File: src/rtl/hazard_ctrl_sb_pkg.sv
// Shared types and sizing for the 5-stage pipe hazard/forwarding controller.
// Latency: n/a (types and constants only).
// Backpressure: n/a.
package hazard_ctrl_sb_pkg;

    // Architectural register file shape; x0 is hardwired zero.
    localparam int NUM_REGS = 32;
    localparam int REG_W    = $clog2(NUM_REGS);
    localparam int NUM_SRC  = 2;
    localparam int MAX_PEND = 4;

    // Strobes consumed by the pipeline registers.
    typedef struct packed {
        logic stall_if;  // hold PC
        logic stall_id;  // hold IF/ID register
        logic rst_if;    // flush IF/ID register
        logic rst_id;    // flush ID/EX register (bubble into EX)
    } hz_ctrl_t;

endpackage

File: src/rtl/hazard_ctrl_sb_scoreboard.sv
// Register scoreboard for long-latency ops: per-register busy bits, pending count, sticky error.
// Latency: issue/done take effect on the next rising edge; no same-cycle bypass.
// Backpressure: oFull asserts at MAX_PEND outstanding; an issue arriving while full is dropped.
//
// Ports:
//   iClk, nRst            clock, async active-low reset
//   iIssue, iIssueRd      mark iIssueRd busy (x0 ignored)
//   iDone, iDoneRd        long unit writes back iDoneRd (x0 ignored)
//   oBusy                 per-register busy vector (bit 0 always 0)
//   oFull                 pending count == MAX_PEND
//   oErr                  sticky: writeback seen for a register that was not busy
module hazard_ctrl_sb_scoreboard
    import hazard_ctrl_sb_pkg::*;
#(
    parameter int NUM_REGS = hazard_ctrl_sb_pkg::NUM_REGS,
    parameter int REG_W    = hazard_ctrl_sb_pkg::REG_W,
    parameter int MAX_PEND = hazard_ctrl_sb_pkg::MAX_PEND
) (
    input  logic                iClk,
    input  logic                nRst,
    input  logic                iIssue,
    input  logic [REG_W-1:0]    iIssueRd,
    input  logic                iDone,
    input  logic [REG_W-1:0]    iDoneRd,
    output logic [NUM_REGS-1:0] oBusy,
    output logic                oFull,
    output logic                oErr
);

    localparam int CNT_W = $clog2(MAX_PEND + 1);

    logic [NUM_REGS-1:0] busy;
    logic [CNT_W-1:0]    pend;
    logic                err;

    logic issueVld;
    logic doneVld;
    logic doneHit;
    logic doneMiss;

    assign oFull    = (pend == CNT_W'(MAX_PEND));
    // The full guard is redundant with the controller's stall but keeps the
    // counter bounded even if a caller ignores oFull.
    assign issueVld = iIssue & (iIssueRd != '0) & ~oFull;
    assign doneVld  = iDone & (iDoneRd != '0);
    assign doneHit  = doneVld & busy[iDoneRd];
    assign doneMiss = doneVld & ~busy[iDoneRd];

    always_ff @(posedge iClk or negedge nRst) begin
        if (!nRst) begin
            busy <= '0;
            pend <= '0;
            err  <= 1'b0;
        end else begin
            // Clear first, set second: if both target the same register the
            // later assignment (issue) wins and the register stays busy.
            if (doneHit) begin
                busy[iDoneRd] <= 1'b0;
            end
            if (issueVld) begin
                busy[iIssueRd] <= 1'b1;
            end

            // A stray writeback does not retire anything, so only real hits
            // decrement; issue plus hit in one cycle nets to no change.
            case ({issueVld, doneHit})
                2'b10:   pend <= pend + 1'b1;
                2'b01:   pend <= (pend != '0) ? pend - 1'b1 : pend;
                default: pend <= pend;
            endcase

            if (doneMiss) begin
                err <= 1'b1;
            end
        end
    end

    assign oBusy = busy;
    assign oErr  = err;

endmodule

File: src/rtl/hazard_ctrl_sb.sv
// Hazard/forwarding controller: EX operand forwarding, load-use and scoreboard stalls, branch flush.
// Latency: all strobes combinational from current-cycle inputs; scoreboard state updates next edge.
// Backpressure: stalls IF/ID and bubbles EX on hazards; a taken branch flush overrides any stall.
//
// Ports:
//   iClk, nRst                      clock, async active-low reset
//   iBrTrue                         branch/jump taken, resolved in EX
//   iID_vld/src/srcVld/rd/wr/long   instruction in ID
//   iEX_src/srcVld/rd/wr/isLoad     instruction in EX
//   iME_rd/wr, iWB_rd/wr            destinations in ME and WB
//   iLongDone, iLongDone_rd         long-op unit writeback
//   oStall_IF, oStall_ID            hold PC / IF/ID register
//   oRst_IF, oRst_ID                flush IF/ID / ID/EX register
//   oFwMe, oFwWb                    per-source EX forward select
//   oSbFull, oSbErr                 scoreboard full, sticky writeback error
module hazard_ctrl_sb
    import hazard_ctrl_sb_pkg::*;
#(
    parameter int NUM_REGS = hazard_ctrl_sb_pkg::NUM_REGS,
    parameter int REG_W    = hazard_ctrl_sb_pkg::REG_W,
    parameter int NUM_SRC  = hazard_ctrl_sb_pkg::NUM_SRC,
    parameter int MAX_PEND = hazard_ctrl_sb_pkg::MAX_PEND
) (
    input  logic                     iClk,
    input  logic                     nRst,
    input  logic                     iBrTrue,
    input  logic                     iID_vld,
    input  logic [NUM_SRC*REG_W-1:0] iID_src,
    input  logic [NUM_SRC-1:0]       iID_srcVld,
    input  logic [REG_W-1:0]         iID_rd,
    input  logic                     iID_wr,
    input  logic                     iID_long,
    input  logic [NUM_SRC*REG_W-1:0] iEX_src,
    input  logic [NUM_SRC-1:0]       iEX_srcVld,
    input  logic [REG_W-1:0]         iEX_rd,
    input  logic                     iEX_wr,
    input  logic                     iEX_isLoad,
    input  logic [REG_W-1:0]         iME_rd,
    input  logic                     iME_wr,
    input  logic [REG_W-1:0]         iWB_rd,
    input  logic                     iWB_wr,
    input  logic                     iLongDone,
    input  logic [REG_W-1:0]         iLongDone_rd,
    output logic                     oStall_IF,
    output logic                     oStall_ID,
    output logic                     oRst_IF,
    output logic                     oRst_ID,
    output logic [NUM_SRC-1:0]       oFwMe,
    output logic [NUM_SRC-1:0]       oFwWb,
    output logic                     oSbFull,
    output logic                     oSbErr
);

    logic [NUM_REGS-1:0] busy;
    logic                sbFull;
    logic                sbErr;

    logic [REG_W-1:0]    exSrc;
    logic [REG_W-1:0]    idSrc;
    logic                luMatch;
    logic                srcBusy;
    logic                hzLu;
    logic                hzSb;
    logic                stall;
    logic                issue;
    hz_ctrl_t            ctrl;

    // EX operand forwarding. ME holds the younger result, so it wins over WB.
    always_comb begin
        exSrc = '0;
        oFwMe = '0;
        oFwWb = '0;
        for (int i = 0; i < NUM_SRC; i++) begin
            exSrc    = iEX_src[i*REG_W +: REG_W];
            oFwMe[i] = iEX_srcVld[i] & iME_wr & (iME_rd == exSrc) & (exSrc != '0);
            oFwWb[i] = iEX_srcVld[i] & iWB_wr & (iWB_rd == exSrc) & (exSrc != '0) & ~oFwMe[i];
        end
    end

    // Per-source scan of ID operands against the EX load and the busy vector.
    always_comb begin
        idSrc   = '0;
        luMatch = 1'b0;
        srcBusy = 1'b0;
        for (int i = 0; i < NUM_SRC; i++) begin
            idSrc = iID_src[i*REG_W +: REG_W];
            if (iID_srcVld[i] && (idSrc == iEX_rd)) begin
                luMatch = 1'b1;
            end
            // busy[0] is never set, so x0 sources cannot stall here.
            if (iID_srcVld[i] && busy[idSrc]) begin
                srcBusy = 1'b1;
            end
        end
    end

    assign hzLu  = iID_vld & iEX_isLoad & iEX_wr & (iEX_rd != '0) & luMatch;
    assign hzSb  = iID_vld & (srcBusy | (iID_wr & busy[iID_rd]) | (iID_long & sbFull));
    assign stall = hzLu | hzSb;

    // Flush beats stall: the ID instruction is on the wrong path anyway.
    always_comb begin
        ctrl = '0;
        if (iBrTrue) begin
            ctrl.rst_if = 1'b1;
            ctrl.rst_id = 1'b1;
        end else if (stall) begin
            ctrl.stall_if = 1'b1;
            ctrl.stall_id = 1'b1;
            ctrl.rst_id   = 1'b1;
        end
    end

    assign issue = iID_vld & iID_long & iID_wr & (iID_rd != '0) & ~stall & ~iBrTrue;

    hazard_ctrl_sb_scoreboard #(
        .NUM_REGS (NUM_REGS),
        .REG_W    (REG_W),
        .MAX_PEND (MAX_PEND)
    ) u_sb (
        .iClk     (iClk),
        .nRst     (nRst),
        .iIssue   (issue),
        .iIssueRd (iID_rd),
        .iDone    (iLongDone),
        .iDoneRd  (iLongDone_rd),
        .oBusy    (busy),
        .oFull    (sbFull),
        .oErr     (sbErr)
    );

    assign oStall_IF = ctrl.stall_if;
    assign oStall_ID = ctrl.stall_id;
    assign oRst_IF   = ctrl.rst_if;
    assign oRst_ID   = ctrl.rst_id;
    assign oSbFull   = sbFull;
    assign oSbErr    = sbErr;

endmodule
File: config.mk
export PLATFORM = sky130hd
export DESIGN_NAME = hazard_ctrl_sb
export DESIGN_NICKNAME = d
export VERILOG_FILES = /design/src/rtl/hazard_ctrl_sb_pkg.sv /design/src/rtl/hazard_ctrl_sb_scoreboard.sv /design/src/rtl/hazard_ctrl_sb.sv
export SDC_FILE = /design/constraint.sdc
export NUM_CORES = 1
export LEC_CHECK = 0
export ABC_CLOCK_PERIOD_IN_PS = 3800
export CAP_MARGIN = 20
export CORE_MARGIN = 1
export CORE_UTILIZATION = 52
export DETAILED_ROUTE_END_ITERATION = 6
export PLACE_DENSITY_LB_ADDON = 0.08
export SETUP_SLACK_MARGIN = 0.3
export SYNTH_ARGS = -nofsm -noshare
export SYNTH_HDL_FRONTEND = slang
export SYNTH_SLANG_ARGS = --single-unit
export TNS_END_PERCENT = 30
File: constraint.sdc
create_clock -name iClk -period 3.8 [get_ports iClk]
set_input_delay 0.76 -clock iClk [delete_from_list [all_inputs] [get_ports iClk]]
set_output_delay 0.76 -clock iClk [all_outputs]
set_load 0.05 [all_outputs]
# Word level (Yosys, flattened, before mapping)
# Cells that the tools add are included.
[word_totals]
reg_bits = 36
latchBits = 0
ram_bits = 0
rom_bits = 0
in_bits = 60
out_inout_bits = 10
word_cells = 103
mem_count = 0
[op_classes]
n_addsub = 2
n_mul = 0
n_div = 0
n_lt_le_gt_ge = 6
n_eq_ne = 10
shifts = 0
mux = 25
bitwise_logic = 43
reduce_logical = 14
[op_table]
columns = ["cell", "count"]
rows = [
  ["$mux W32", 2],
  ["$and A32 B32 Y32", 1],
  ["$not A32 Y32", 1],
  ["$or A32 B32 Y32", 1],
  ["$and A1 B1 Y1", 31],
  ["$eq A5 B5 Y1", 6],
  ["$reduce_bool A5 Y1", 5],
  ["$lt A5 B6 Y1 const B", 4],
  ["$bmux W1 S5", 4],
  ["$mux W1", 13],
  ["$demux W1 S5", 2],
  ["$ge A5 B1 Y1 const B", 2],
  ["$logic_and A1 B1 Y1", 6],
  ["$not A1 Y1", 6],
  ["$pmux W3 S2", 1],
  ["$mux W2", 2],
  ["$add A3 B1 Y3 const B", 1],
  ["$eq A3 B3 Y1 const B", 1],
  ["$mux W3", 1],
  ["$or A1 B1 Y1", 3],
  ["$reduce_bool A3 Y1", 1],
  ["$sub A3 B1 Y3 const B", 1],
  ["$eq A2 B1 Y1 const B", 1],
  ["$eq A2 B2 Y1 const B", 1],
  ["other kinds (3)", 3],
]

# Longest topological paths before layout
# Gate-level depths: netlist of run 1.
[depth]
ltp_word = 17
depth_mapped = 13
ltp_nobuf = 11

# Cells and area by module
# From an unflattened synthesis of run 1, not the netlist that was laid out.
[unflattened]
cells_unflattened = 350
area_unflattened_um2 = 3474.6
[by_module_without_submodules]
columns = ["mod", "instances", "cells_per_inst", "area_each_um2", "seq_area_each_um2"]
rows = [
  ["hazard_ctrl_sb_scoreboard", 1, 213, 2093.3, 900.9],
  ["hazard_ctrl_sb", 1, 137, 1381.3, 0.0],
]

# Worst setup path before layout of run 1
# No wires, ideal clock.
[synth_timing]
kind = "input port to flip-flop"
start = "input port iID_rd[0]"
end = "register u_sb.pend[2]"
setup_time_ns = 0.079
arrival_ns = 3.623
required_time_ns = 3.721
setup_slack_ns = 0.098
path_stages = 12
path_buffers = 1
cell_sequence = "buf_6 > mux4_2 > a22oi_1 > nor3b_1 > a2111oi_4 > nand4_4 > nand2b_1 > xnor2_1 > ha_1 > or4b_2 > mux2_2 > mux2i_1"
[synth_between]
elab_chain_len = 15
word_cells_on_any_way = 20
cone_classes = "3 x eq/ne; 3 x mux; 11 x bitwise; 3 x reduce/logical"
[synth_rtl]
columns = ["element", "line_no", "source"]
rows = [
  ["from (decl)", "hazard_ctrl_sb.sv:30", "input logic [REG_W-1:0] iID_rd,"],
  ["$bmux W1 S5", "hazard_ctrl_sb.sv:98", "assign hzSb = iID_vld & (srcBusy | (iID_wr & busy[iID_rd]) | (iID_long & sbFull));"],
  ["$mux W1 (implied by the code)", "hazard_ctrl_sb.sv:98", ""],
  ["$and A1 B1 Y1", "hazard_ctrl_sb.sv:98", ""],
  ["$or A1 B1 Y1 (2 in a row)", "hazard_ctrl_sb.sv:98", ""],
  ["$and A1 B1 Y1", "hazard_ctrl_sb.sv:98", ""],
  ["$or A1 B1 Y1", "hazard_ctrl_sb.sv:99", "assign stall = hzLu | hzSb;"],
  ["$not A1 Y1", "hazard_ctrl_sb.sv:114", "assign issue = iID_vld & iID_long & iID_wr & (iID_rd != '0) & ~stall & ~iBrTrue;"],
  ["$and A1 B1 Y1 (2 in a row)", "hazard_ctrl_sb.sv:114", ""],
  ["$and A1 B1 Y1 * (2 in a row)", "hazard_ctrl_sb_scoreboard.sv:44", "assign issueVld = iIssue & (iIssueRd != '0) & ~oFull;"],
  ["$eq A2 B1 Y1 or $eq A2 B2 Y1 (tied branches)", "hazard_ctrl_sb_scoreboard.sv:66", "case ({issueVld, doneHit})"],
  ["$ne A2 B1 Y1 (no source line) or $reduce_bool A2 Y1 (tied branches)", "-", ""],
  ["$reduce_and A2 Y1 (no source line)", "-", ""],
  ["to (signal assigned)", "hazard_ctrl_sb_scoreboard.sv:67", "2'b10: pend <= pend + 1'b1;"],
  ["to (signal assigned)", "hazard_ctrl_sb_scoreboard.sv:68", "2'b01: pend <= (pend != '0) ? pend - 1'b1 : pend;"],
  ["to (signal assigned)", "hazard_ctrl_sb_scoreboard.sv:69", "default: pend <= pend;"],
  ["to (decl)", "hazard_ctrl_sb_scoreboard.sv:33", "logic [CNT_W-1:0] pend;"],
]
# Every way passes the cells marked *; elsewhere a longest branch is shown, timed or not. The select of a mux whose other input is x is not followed.
# A chain may end at the register's enable or synchronous reset.

# Worst setup path after layout of run 1
[layout_timing]
start = "input port iID_src[1]"
end = "output port oStall_ID"
[layout_between]
elab_chain_len = 11
word_cells_on_any_way = 16
cone_classes = "1 x eq/ne; 8 x mux; 5 x bitwise; 2 x reduce/logical"
[layout_rtl]
columns = ["element", "line_no", "source"]
rows = [
  ["from (decl)", "hazard_ctrl_sb.sv:28", "input logic [NUM_SRC*REG_W-1:0] iID_src,"],
  ["$bmux W1 S5", "hazard_ctrl_sb.sv:91", "if (iID_srcVld[i] && busy[idSrc]) begin"],
  ["$mux W1 (implied by the code)", "hazard_ctrl_sb.sv:91", ""],
  ["$logic_and A1 B1 Y1", "hazard_ctrl_sb.sv:91", ""],
  ["$mux W1 (2 in a row)", "hazard_ctrl_sb.sv:91", ""],
  ["$or A1 B1 Y1 (2 in a row)", "hazard_ctrl_sb.sv:98", ""],
  ["$and A1 B1 Y1", "hazard_ctrl_sb.sv:98", ""],
  ["$or A1 B1 Y1 *", "hazard_ctrl_sb.sv:99", ""],
  ["$mux W2 *", "hazard_ctrl_sb.sv:107", "end else if (stall) begin"],
  ["$mux W2 *", "hazard_ctrl_sb.sv:104", "if (iBrTrue) begin"],
  ["to (decl)", "hazard_ctrl_sb.sv:45", "output logic oStall_ID,"],
]
# Marks and branches as above.

==> results of run 1 <==
-- per-stage QoR --
stage	power [mW]	util (%)	hold WS (ns)	setup slack, ns
floorplan	0.749	-	0.464	0.326
CTS	1.26	74.9	0.469	0.200
global placement	0.939	71.9	0.442	-0.209
global route	1.33	75.6	0.501	0.133
detailed placement	0.955	71.9	0.449	-0.322
finish	1.28	75.6	0.482	0.242
-- sequential cells by signal, indices dropped and copies added, names as in the netlist --
name,flops
u_sb.pend,3
u_sb.oBusy,32
u_sb.oErr,1
-- timing repair --
action / 4_1_cts / 5_1_grt
cloned: 0 / 1
endpoints found under the setup margin: 7 / 5
gates resized for setup: 35 / 4
setup buffers: 6 / 2
pin swaps: 7 / 5
-- worst register-to-register path, stage by stage (launching register included) --
cell       delay, ns
dfrtp_1         0.46
mux2_4          0.29
a22o_1          0.22
a32o_2          0.28
a2111oi_4       0.33
buf_4           0.17
nand4_4         0.09
nand2b_4        0.10
xnor2_1         0.07
ha_2            0.18
or4b_4          0.49
mux2_4          0.26
mux2i_1         0.12
-- Yosys cell counts, types with 4 or more instances --
cell type  instances
xor2_1            18
nand4_1            5
mux2i_1           19
o21ai_0           41
nor2b_1            6
o21ai_1           16
nand2b_1          10
nand3_1            9
or3_1             10
nor2_1            13
xnor2_1           14
o41ai_1            9
clkbuf_1          11
mux2_2             7
a32oi_1            4
nand2_1           13
nor4_1             4
dfrtp_1           36
inv_1              7
mux4_2            24
buf_2              9
o221ai_1           5
nor3b_1            5
-- worst max-delay path by stage --
stage	endpoint	slack, ns
2_1_floorplan	u_sb.pend[2]	0.33
3_3_place_gp	u_sb.pend[2]	-0.21
3_5_place_dp	u_sb.pend[2]	-0.32
4_1_cts	oStall_ID	0.20
5_1_grt	oStall_IF	0.13
6_report	oStall_ID	0.24
-- layer usage --
layer / vias to the layer above / track usage, % / part of all wire, %
met1: 1656 / 42.8 / 38
met5: - / 0 / 0
li1: 1517 / - / -
met2: 234 / 55.5 / 48
met4: 0 / 20.2 / 4.6
met3: 46 / 5.49 / 8.9
-- layout make-up --
| type | instances | area share (%) |
|---|---|---|
| multi-input combinational | 272 | 51.4 |
| inverter | 9 | 0.737 |
| tap | 75 | 2.05 |
| clock inverter | 2 | 0.328 |
| sequential | 36 | 19.7 |
| clock buffer | 6 | 1.80 |
| timing repair buffer | 116 | 24.1 |
-- where the power goes --
group / internal [mW] / switching, mW
clock network: 0.147 / 0.152
logic: 0.260 / 0.228
registers: 0.424 / 0.0676
-- kinds of logic after synthesis --
logic type / Yosys count / share of synthesized area (%)
mux: 52 / 25.0
fa+ha+maj: 1 / 0.374
buf+inv: 34 / 4.93
xor+xnor: 32 / 8.37
compound gates: 93 / 18.0
flops: 36 / 26.9
simple gates: 94 / 16.4
-- cells in the final DEF, fill, tap and decap left out, drive strengths merged, types with 7 or more instances in the layout --
cell	instances
nand3	9
nand2b	10
mux4	24
nand2	13
mux2	9
dlygate4sd2	12
nor2	13
dfrtp	36
or3	11
xnor2	14
xor2	18
clkbuf	8
o21ai	57
buf	52
inv	7
o41ai	9
mux2i	19
clkdlybuf4s50	47
==> results.sh, run 1 <==
export IMPL_outcome="complete, no violations"
export IMPL_cts_root_buf="clkbuf_8"
export IMPL_fin_nets=501
export IMPL_synth_cells=342
export IMPL_synth_seq_cells=36
export IMPL_grt_pass1_wl_um=16800
export IMPL_r2r_start="u_sb.oBusy[26]"
export IMPL_coreArea_mm2=0.00606
export IMPL_antenna_left=0
export IMPL_rows=28
export IMPL_wl_um=10900
export IMPL_syn2layout_area_growth_pct=36.9
export IMPL_grt_pass1_vias=3437
export IMPL_regArea_um2=901
export IMPL_max_cap_violations=0
export IMPL_wl_per_cell_um=21.0
export IMPL_cts_tree="done"
export IMPL_peakVddDrop_mv=0.319
export IMPL_cts_buffer_depth=2
export IMPL_cp_depth=12
export IMPL_cp_start_kind="primary input"
export IMPL_dp_hpwl_um=8050
export IMPL_maxSlewHeadroom_pct=66.5
export IMPL_hold_viol_final=0
export IMPL_synth_nets=403
export IMPL_ys_seq_area_share_pct=26.9
export IMPL_rsz0062_at_grt="true"
export IMPL_grt_util_all_layers_pct=34.1
export IMPL_slowest_stage="a2111oi_4"
export IMPL_drtIter0Drc=409
export IMPL_grt_start_max_net_pins=37
export IMPL_yosysTopAreaCell="dfrtp_1"
export IMPL_gp_congestion=0.977
export IMPL_async_flop_share_pct=100
export IMPL_crit_family="buffers and inverters"
export IMPL_start_util_pct=55.2
export IMPL_r2r_cells=12
export IMPL_final_cells=516
export IMPL_final_area_mm2=0.00458
export IMPL_multi_input_area_mm2=0.00235
export IMPL_worst_pin_slew_ns=0.501
export IMPL_vias=3453
export IMPL_required_ns=3.04
export IMPL_finalCritPeriodShare_pct=93.6
export IMPL_cp_end_kind="primary output"
export IMPL_p_per_area_mw_per_mm2=279
export IMPL_hold_path_class="register to register"
export IMPL_cts_sinks=36
export IMPL_drive_gt1_share_pct=25.4
export IMPL_cts_made_buffers=5
export IMPL_synth_edff_count=0
export IMPL_netlist_area_mm2=0.00335
export IMPL_postPlaceCellArea_mm2=0.00436
export IMPL_r2r_slack_ns=0.65
export IMPL_crit_arrival_ns=2.80
export IMPL_setup_tns_ns=0
export IMPL_cts_hold_buf=0
export IMPL_path_cells="dlygate4sd2_1, buf_12, buf_4, buf_4, xnor2_1, nand4_1, o32ai_2, a2111oi_4, buf_4, nand3_2, and3b_2, buf_8"
export IMPL_viasPerCell=6.69
export IMPL_synth_top_cell_area_share_pct=26.9
export IMPL_min_from="u_sb.oBusy[0]"
export IMPL_cpPeakStageDelay_ns=0.37
export IMPL_synth_distinct_cells=53
export IMPL_yosysWarnings=0
export IMPL_crit_start="iID_src[1]"
export IMPL_antenna_found_initial=0
export IMPL_firstDrtPassIters=5
export IMPL_skew_ns=0.00883
export IMPL_ioPinCount=70
export IMPL_die_h_um=82.2
export IMPL_avgSynthCellArea_um2=9.79
export IMPL_critPathMostFrequentCell="buf_4"
export IMPL_hold_depth=0
export IMPL_n_antenna_cell=0
export IMPL_fillers=451
export IMPL_place_inst=499
export IMPL_drc=0
export IMPL_io_buffer_count=69
export IMPL_yosys_most_used_dff="dfrtp_1"
export IMPL_clk_latency_ns=0.30
export IMPL_p_leak_nw=1.89
export IMPL_fmax_ghz=0.281
export IMPL_grt_overflow=0
export IMPL_setup_viol=0
export IMPL_holdPathEnd="u_sb.oBusy[0]"
export IMPL_die_x_um=82.2
export IMPL_critPathMaxFanout=6
export IMPL_crit_type="primary input to primary output"
export IMPL_r2r_end="u_sb.pend[2]"
export IMPL_critPathBufInv=6
export IMPL_path_clk_slew_ns=0.08
export IMPL_h_tree_depth=2
export IMPL_synth_area_leaders="dfrtp_1 27%, mux4_2 16%, o21ai_0 6.1%"
export IMPL_min_period_ns=3.56
export IMPL_report_final_slew_viol_count=0
export IMPL_die_area_mm2=0.00676
(Power assumes the default switching activity.)
==> run 2: changes to the inputs <==
- REMOVE_ABC_BUFFERS: unset -> 1
==> results.sh, run 2 (synthesis results as in run 1) <==
export IMPL_outcome="complete, no violations"
export IMPL_setup_viol=0
export IMPL_required_ns=4.02
export IMPL_syn2layout_area_growth_pct=39.8
export IMPL_skew_ns=0.00498
export IMPL_slowest_stage="or4b_4"
export IMPL_fin_nets=512
export IMPL_vias=3429
export IMPL_path_cells="dlygate4sd2_1, buf_6, mux2_4, a22o_1, a32o_2, a2111oi_4, buf_4, nand4_4, nand2b_4, xnor2_2, ha_2, or4b_4, mux2_4, mux2i_1"
export IMPL_grt_overflow=0
export IMPL_cts_made_buffers=5
export IMPL_report_final_slew_viol_count=0
export IMPL_max_cap_violations=0
export IMPL_r2r_slack_ns=0.60
export IMPL_largest_reg_flops=32
export IMPL_cts_buffer_depth=2
export IMPL_grt_pass1_vias=3397
export IMPL_cts_root_buf="clkbuf_8"
export IMPL_die_area_mm2=0.00676
export IMPL_cpPeakStageDelay_ns=0.51
export IMPL_grt_start_max_net_pins=37
export IMPL_dp_hpwl_um=8010
export IMPL_n_antenna_cell=0
export IMPL_crit_type="primary input to register"
export IMPL_die_h_um=82.2
export IMPL_wl_um=10800
export IMPL_peakVddDrop_mv=0.323
export IMPL_cp_start_kind="primary input"
export IMPL_gp_congestion=0.898
export IMPL_antenna_left=0
export IMPL_final_common_cell="buf_4"
export IMPL_critPathBufInv=3
export IMPL_p_leak_nw=1.95
export IMPL_final_cell_mix="53 x buf_4, 47 x clkdlybuf4s50_1, 41 x o21ai_0"
export IMPL_cts_tree="done"
export IMPL_finalHoldWorstSlack_ns=0.477
export IMPL_drtIter0Drc=432
export IMPL_place_ws_ns=-0.492
export IMPL_crit_family="compound AO/OA/AOI/OAI gates"
export IMPL_grt_pass1_wl_um=16900
export IMPL_start_util_pct=55.2
export IMPL_cts_sinks=36
export IMPL_ioPinCount=70
export IMPL_maxSlewHeadroom_pct=64.4
export IMPL_die_x_um=82.2
export IMPL_setup_tns_ns=0
export IMPL_drc=0
export IMPL_h_tree_depth=2
export IMPL_cp_end_kind="register"
export IMPL_coreArea_mm2=0.00606
export IMPL_drive_gt1_share_pct=27.4
export IMPL_worst_pin_slew_ns=0.533
export IMPL_hold_path_class="register to register"
export IMPL_setup_slack_ns=0.244
export IMPL_hold_viol_final=0
export IMPL_rsz0062_at_grt="true"
export IMPL_rows=28
export IMPL_antenna_found_initial=0
export IMPL_fillers=449
export IMPL_wl_per_cell_um=20.5
export IMPL_crit_arrival_ns=3.78
export IMPL_critPathMaxFanout=6
export IMPL_p_per_area_mw_per_mm2=291
export IMPL_io_buffer_count=69
export IMPL_fmax_ghz=0.281
export IMPL_viasPerCell=6.51
export IMPL_min_period_ns=3.56
export IMPL_finalCritPeriodShare_pct=93.6
export IMPL_grt_util_all_layers_pct=34.0
export IMPL_path_clk_slew_ns=0.07
export IMPL_critPathMostFrequentCell="mux2_4"
export IMPL_firstDrtPassIters=5
export IMPL_clk_latency_ns=0.29
[run 2: changes by cell type in the layout (fill, tap and decap cells not counted), sizes merged]
| cell | delta |
|---|---|
| buf | +11 |
| dlygate4sd2 | -1 |
| bufinv | +1 |
| dlymetal6s2s | -1 |
| bufbuf | +1 |
| clkbuf | -1 |
| clkdlybuf4s15 | +3 |
| clkinvlp | -2 |
[run 2: final timing paths]
| check | start | to | cells past startpoint |
|---|---|---|---|
| worst max-delay path | iID_rd[0] | u_sb.pend[2] | 14 |
| worst min-delay path | u_sb.oErr | u_sb.oErr | 1 |
| worst max register to register | u_sb.oBusy[26] | u_sb.pend[2] | 12 |
| worst min register to register | u_sb.oErr | u_sb.oErr | 1 |
| max in group asynchronous | nRst | u_sb.oBusy[1] | 2 |
| min in group asynchronous | nRst | u_sb.oBusy[29] | 2 |
[run 2: worst register-to-register path, stage by stage, from the launching register on]
cell,delay (ns)
dfrtp_1,0.47
mux2_4,0.31
a22o_1,0.22
a32o_2,0.26
a2111oi_4,0.33
buf_4,0.18
nand4_4,0.09
nand2b_4,0.11
xnor2_2,0.06
ha_2,0.19
or4b_4,0.51
mux2_4,0.27
mux2i_1,0.11
[run 2: layer usage]
metal	global-route usage [%]	routed length (um)
met4	10.4	299
met3	8.57	961
met2	58.2	5370
met1	41.9	4170
met5	0	0
[run 2: final cells by class]
| cell class | instances | area (um^2) | area share, % |
|---|---|---|---|
| Multi-Input combinational cell | 272 | 2340 | 50.1 |
| Clock buffer | 7 | 96.3 | 2.06 |
| Sequential cell | 36 | 901 | 19.2 |
| Tap cell | 75 | 93.8 | 2.00 |
| Timing Repair Buffer | 127 | 1180 | 25.3 |
| Inverter | 9 | 33.8 | 0.722 |
| Clock inverter | 1 | 30.0 | 0.641 |
[run 2: what timing repair did]
item | CTS | global route
pin swaps | 14 | 0
gates cloned | 1 | 0
resized for setup | 44 | 1
setup buffers | 7 | 0
hold buffers | 0 | 0
endpoints found under the setup margin | 11 | 5
[run 2: report_power, final]
part	switching [mW]	total [mW]	leakage (nW)	internal, mW
Combinational	0.221	0.492	1.41	0.271
Sequential	0.0726	0.496	0.484	0.424
Clock	0.141	0.373	0.0645	0.232
Total	0.435	1.36	1.95	0.927
[run 2: through the flow]
step | util [%] | cells | power, mW | instance area, um^2
4_1_cts | 77.2 | 527 | 1.35 | 4680
2_1_floorplan | - | 317 | 0.706 | 3220
3_3_place_gp | 72.4 | 511 | 0.932 | 4390
3_5_place_dp | 72.4 | 511 | 0.947 | 4390
6_report | 77.3 | 527 | 1.36 | 4680
5_1_grt | 77.3 | 527 | 1.42 | 4680
